--- config.mk ---
export PLATFORM = sky130hd
export DESIGN_NAME = i2c_xfer_ctrl
export DESIGN_NICKNAME = d
export VERILOG_FILES = /design/src/rtl/i2c_xfer_ctrl.sv
export SDC_FILE = /design/constraint.sdc
export NUM_CORES = 1
export LEC_CHECK = 0
export CORE_ASPECT_RATIO = 0.9
export CORE_MARGIN = 3
export CORE_UTILIZATION = 45
export CTS_CLUSTER_DIAMETER = 60
export DETAILED_ROUTE_END_ITERATION = 8
export GPL_TIMING_DRIVEN = 0
export PLACE_DENSITY = 0.7
export REMOVE_ABC_BUFFERS = 1
export SLEW_MARGIN = 20
export SYNTH_ARGS = -nofsm -noshare
export SYNTH_HDL_FRONTEND = slang
export SYNTH_SLANG_ARGS = --single-unit
--- constraint.sdc ---
create_clock -name clk -period 2.5 [get_ports clk]
set_input_delay 0.25 -clock clk [delete_from_list [all_inputs] [get_ports clk]]
set_output_delay 0.25 -clock clk [all_outputs]
set_load 0.02 [all_outputs]
--- src/rtl/i2c_xfer_ctrl.sv ---
// Transaction sequencer in front of the udp_i2c master: issues one request at a time,
// buffers read bytes in a first-word fall-through FIFO and reports status/count on done.
module i2c_xfer_ctrl #(
  parameter int MAX_BYTES      = 16,
  parameter int TIMEOUT_CYCLES = 100000
) (
  input  logic       clk,
  input  logic       rst,
  input  logic       req_valid,
  output logic       req_ready,
  input  logic       req_read,
  input  logic [7:0] req_slave_addr,
  input  logic [7:0] req_cmd,
  input  logic [7:0] req_len,
  input  logic [7:0] req_wdata,
  output logic [7:0] i2c_slave_addr,
  output logic [7:0] mst_command_byte,
  output logic [7:0] mst_num_bytes,
  output logic [7:0] mst_din,
  output logic       mst_read,
  output logic       mst_write,
  input  logic       mst_data_out_valid,
  input  logic [7:0] mst_data_out,
  input  logic       mst_write_done,
  input  logic       i2c_arb_lost,
  output logic       i2c_arb_lost_clr,
  output logic       rd_valid,
  output logic [7:0] rd_data,
  input  logic       rd_ready,
  output logic       done,
  output logic [1:0] status,
  output logic [7:0] rd_count
);
  localparam int PW = $clog2(MAX_BYTES);
  localparam int TW = $clog2(TIMEOUT_CYCLES);
  localparam logic [TW-1:0] TIMER_LAST = TW'(TIMEOUT_CYCLES - 1);
  localparam logic [7:0]    MAX_LEN    = 8'(MAX_BYTES);

  localparam logic [2:0] S_IDLE    = 3'd0;
  localparam logic [2:0] S_ISSUE   = 3'd1;
  localparam logic [2:0] S_WAIT_RD = 3'd2;
  localparam logic [2:0] S_WAIT_WR = 3'd3;
  localparam logic [2:0] S_FINISH  = 3'd4;

  localparam logic [1:0] ST_OK      = 2'd0;
  localparam logic [1:0] ST_TIMEOUT = 2'd1;
  localparam logic [1:0] ST_ARB     = 2'd2;
  localparam logic [1:0] ST_BAD_LEN = 2'd3;

  logic [2:0]    state_reg;
  logic          read_reg;
  logic [TW-1:0] timer_reg;
  logic [7:0]    byte_cnt_reg;
  logic [1:0]    xfer_status_reg;
  logic [7:0]    byte_cnt_next;
  logic          in_wait;
  logic          timed_out;
  logic          push;
  logic          pop;

  logic [7:0]    fifo_mem [MAX_BYTES];
  logic [PW-1:0] wr_ptr_reg;
  logic [PW-1:0] rd_ptr_reg;
  logic [PW:0]   count_reg;

  assign in_wait          = (state_reg == S_WAIT_RD) || (state_reg == S_WAIT_WR);
  assign timed_out        = (timer_reg == TIMER_LAST);
  assign byte_cnt_next    = byte_cnt_reg + 8'd1;
  assign req_ready        = (state_reg == S_IDLE);
  assign mst_read         = (state_reg == S_ISSUE) && read_reg;
  assign mst_write        = (state_reg == S_ISSUE) && !read_reg;
  assign i2c_arb_lost_clr = in_wait && i2c_arb_lost;
  // A byte arriving together with arbitration loss is dropped.
  assign push             = (state_reg == S_WAIT_RD) && mst_data_out_valid && !i2c_arb_lost;
  assign pop              = rd_valid && rd_ready;
  assign rd_valid         = (count_reg != '0);
  assign rd_data          = fifo_mem[rd_ptr_reg];

  always_ff @(posedge clk or posedge rst) begin
    if (rst) begin
      state_reg        <= S_IDLE;
      read_reg         <= 1'b0;
      timer_reg        <= '0;
      byte_cnt_reg     <= '0;
      xfer_status_reg  <= ST_OK;
      i2c_slave_addr   <= '0;
      mst_command_byte <= '0;
      mst_num_bytes    <= '0;
      mst_din          <= '0;
      done             <= 1'b0;
      status           <= ST_OK;
      rd_count         <= '0;
    end else begin
      done <= 1'b0;
      case (state_reg)
        S_IDLE: begin
          if (req_valid) begin
            i2c_slave_addr   <= req_slave_addr;
            mst_command_byte <= req_cmd;
            mst_num_bytes    <= req_len;
            mst_din          <= req_wdata;
            read_reg         <= req_read;
            byte_cnt_reg     <= '0;
            timer_reg        <= '0;
            if (req_read && ((req_len == 8'd0) || (req_len > MAX_LEN))) begin
              xfer_status_reg <= ST_BAD_LEN;
              state_reg       <= S_FINISH;
            end else begin
              state_reg <= S_ISSUE;
            end
          end
        end
        S_ISSUE: state_reg <= read_reg ? S_WAIT_RD : S_WAIT_WR;
        S_WAIT_RD: begin
          if (i2c_arb_lost) begin
            xfer_status_reg <= ST_ARB;
            state_reg       <= S_FINISH;
          end else if (push) begin
            byte_cnt_reg <= byte_cnt_next;
            timer_reg    <= '0;
            if (byte_cnt_next == mst_num_bytes) begin
              xfer_status_reg <= ST_OK;
              state_reg       <= S_FINISH;
            end
          end else if (timed_out) begin
            xfer_status_reg <= ST_TIMEOUT;
            state_reg       <= S_FINISH;
          end else begin
            timer_reg <= timer_reg + 1'b1;
          end
        end
        S_WAIT_WR: begin
          if (i2c_arb_lost) begin
            xfer_status_reg <= ST_ARB;
            state_reg       <= S_FINISH;
          end else if (mst_write_done) begin
            xfer_status_reg <= ST_OK;
            state_reg       <= S_FINISH;
          end else if (timed_out) begin
            xfer_status_reg <= ST_TIMEOUT;
            state_reg       <= S_FINISH;
          end else begin
            timer_reg <= timer_reg + 1'b1;
          end
        end
        S_FINISH: begin
          done      <= 1'b1;
          status    <= xfer_status_reg;
          rd_count  <= byte_cnt_reg;
          state_reg <= S_IDLE;
        end
        default: state_reg <= S_IDLE;
      endcase
    end
  end

  // Storage carries no reset; only the pointers and occupancy define contents.
  always_ff @(posedge clk) begin
    if (push) fifo_mem[wr_ptr_reg] <= mst_data_out;
  end

  always_ff @(posedge clk or posedge rst) begin
    if (rst) begin
      wr_ptr_reg <= '0;
      rd_ptr_reg <= '0;
      count_reg  <= '0;
    end else begin
      if (push) wr_ptr_reg <= wr_ptr_reg + 1'b1;
      if (pop)  rd_ptr_reg <= rd_ptr_reg + 1'b1;
      case ({push, pop})
        2'b10:   count_reg <= count_reg + 1'b1;
        2'b01:   count_reg <= count_reg - 1'b1;
        default: count_reg <= count_reg;
      endcase
    end
  end
endmodule
==> impl_metrics.py <==
metrics = {
    "clock_tree": {
        "cts-root-buf": "clkbuf_16",
        "cts_buffers": 22,
        "postCtsHoldBufs": 0,
        "cts_tree": "done",
        "clock_path_buffers": 3,
        "clock_sinks": 215,
        "insertion_delay_ns": 0.51,
        "h-tree-depth": 1,
        "cts.clk_slew.worst_paths_ns": 0.06,
    },
    "sta": {
        "fin_crit_sh": 1.06,
        "fin_crit_ns": 2.66,
        "setup_slack_ns": -0.159,
        "setup_viol": 8,
        "relSlewSlack": 0.353,
        "fmax_ghz": 0.376,
        "finalMaxSlewViolations": 0,
        "hold_viol_final": 0,
        "finalClockSkew_ns": 0.0162,
        "timing.hold.ws_ns": 0.0995,
        "rsz0062_at_grt": "yes",
        "tightest_slew_ns": 0.969,
    },
    "power": {
        "p_total_mw": 12.9,
        "powerDensity_mw_per_mm2": 1110,
        "ir_worst_vdd_uv": 677,
        "p_leak_nw": 4.18,
    },
    "worst_hold_path": {
        "min_path_type": "in2async",
    },
    "finish": {
        "final_common_cell": "edfxtp_1",
        "final_design_area_no_fill_mm2": 0.0116,
        "syn2layout_area_growth_pct": 24.1,
        "drive_above_1_share": 0.249,
        "multi_input_area_mm2": 0.00315,
        "final_cell_mix": "128 x edfxtp_1, 95 x clkdlybuf4s50_1, 81 x dfrtp_1",
        "register_area_mm2": 0.00603,
        "n_fill_cell": 1525,
        "final_nets": 774,
        "largest_register_ffs": 128,
        "diodes": 0,
    },
    "setup_path": {
        "worstPathMaxFanout": 6,
        "rr_startpoint": "state_reg[2]",
        "worstSetupEndpointType": "primary output",
        "crit_path_start_kind": "flop",
        "timing.rr.end": "count_reg[4]",
        "crit_type": "reg2out",
        "cp.arrival_ns": 2.41,
        "critPathRequiredTime_ns": 2.25,
        "ff2ff_setup_slack_ns": 0.13,
        "rr_worst_depth": 10,
    },
    "route": {
        "dr_total_vias": 5561,
        "firstDrtPassIters": 5,
        "wirelength_mm": 19.8,
        "wl_per_cell_um": 20.1,
        "drc": 0,
        "dr.first_iter.drc_count": 490,
        "avgViaCountPerCell": 5.65,
        "ant_nets": 0,
    },
    "synth": {
        "synth.avg_cell_area_um2": 15.5,
        "synth-edff-count": 128,
        "ys_ff_latch": 215,
        "synth_cell_types": 60,
        "yosysWarnings": 0,
        "ys_seq_area_frac": 0.647,
        "async_reset_ff_frac": 0.405,
        "netlist_area_mm2": 0.00931,
        "synthesis.instances": 600,
        "ys.flop_type": "edfxtp_1",
    },
    "outcome": {
        "failed_checks": "setup timing",
        "status": "finished with violations",
    },
    "global_route": {
        "grt_max_degree": 59,
        "grt_usage": 0.181,
        "grt_pass1_wl_mm": 32.0,
        "grt_overflow_total": 0,
        "antenna_found_initial": 0,
        "grt_pass1_vias": 5933,
    },
    "die": {
        "start_util": 0.462,
        "num_rows": 49,
        "die_w_um": 158,
        "die_height_um": 142,
        "ios": 104,
        "dieArea_mm2": 0.0225,
        "core_area_mm2": 0.0202,
    },
    "placement": {
        "gp_congestion": 0.867,
        "port_buffers": 103,
        "dp_hpwl_mm": 12.5,
        "dpl_cell_area_mm2": 0.0106,
    },
    "flow_run": {
        "maxCapViolCount": 0,
    },
}
[where the power goes]
| part | internal (mW) | total [mW] | switching (mW) |
|---|---|---|---|
| Sequential | 4.29 | 4.87 | 0.579 |
| Combinational | 2.62 | 4.81 | 2.18 |
| Clock | 1.86 | 3.18 | 1.32 |
[critical path, stage by stage (launching register included)]
cell and delay, ns:
dfrtp_4 0.53, buf_12 0.15, buf_12 0.13, mux4_2 0.44, mux4_2 0.49, buf_6 0.15
[final cells by class]
type,instances,area share
Sequential cell,215,0.522
Clock buffer,31,0.0506
Clock inverter,9,0.00986
Inverter,12,0.00444
Tap cell,255,0.0276
Timing Repair Buffer,125,0.113
Multi-Input combinational cell,338,0.273
[kinds of logic after synthesis]
kind of cell | count (synthesis) | synth area share
fa+ha+maj | 12 | 0.0169
mux | 87 | 0.153
flops | 215 | 0.647
buf+inv | 47 | 0.0228
xor+xnor | 32 | 0.0301
simple gates | 145 | 0.0884
compound gates | 62 | 0.0417
[metrics by stage]
step / cells / setup TNS (ns) / setup WS (ns) / utilization
final: 985 / -0.978 / -0.159 / 0.573
after global routing: 985 / -1.46 / -0.203 / 0.573
after CTS: 980 / -1.28 / -0.174 / 0.569
after detailed placement: 926 / -103.41 / -1.38 / 0.524
after global placement: 923 / -210.47 / -1.41 / 0.520
after floorplan: 565 / -9.71 / -0.501 / -
[cells in the mapped netlist (all sizes together), types with 5 or more instances]
library cell,n,area [um^2]
mux4,40,901
nor2,27,101
nand2,28,105
nand2b,5,31.3
mux2,45,507
xnor2,24,210
inv,12,45.0
xor2,8,70.1
nand4,7,50.1
dfrtp,87,2180
ha,11,138
buf,17,97.6
and2,19,119
nor4,7,50.1
clkbuf,18,70.1
a21oi,16,80.1
nand3,11,55.1
edfxtp,128,3840
and4,5,43.8
nor3,12,60.1
o21ai,22,110
[what timing repair did]
item | 4_1_cts | 5_1_grt
setup endpoints to repair | 160 | 89
pin swaps | 2 | 7
setup buffers | 12 | 8
gates cloned | 2 | 0
resized for setup | 58 | 22
[layer usage]
| metal | GRT usage | part of all wire |
|---|---|---|
| met5 | 0 | 0 |
| met4 | 0.0543 | 0.025 |
| met3 | 0.0353 | 0.058 |
| met2 | 0.302 | 0.50 |
| met1 | 0.243 | 0.42 |
[worst max-delay path by stage]
stage                     slack (ns)  cells after the start           end     startpoint
after floorplan                -0.50                     10  count_reg[4]   state_reg[1]
after global placement         -1.41                      3    rd_data[1]  rd_ptr_reg[0]
after detailed placement       -1.38                     11  count_reg[4]   i2c_arb_lost
after CTS                      -0.17                      5    rd_data[1]  rd_ptr_reg[0]
after global routing           -0.20                      5    rd_data[4]  rd_ptr_reg[0]
final                          -0.16                      5    rd_data[6]  rd_ptr_reg[0]
(Power assumes the default switching activity.)
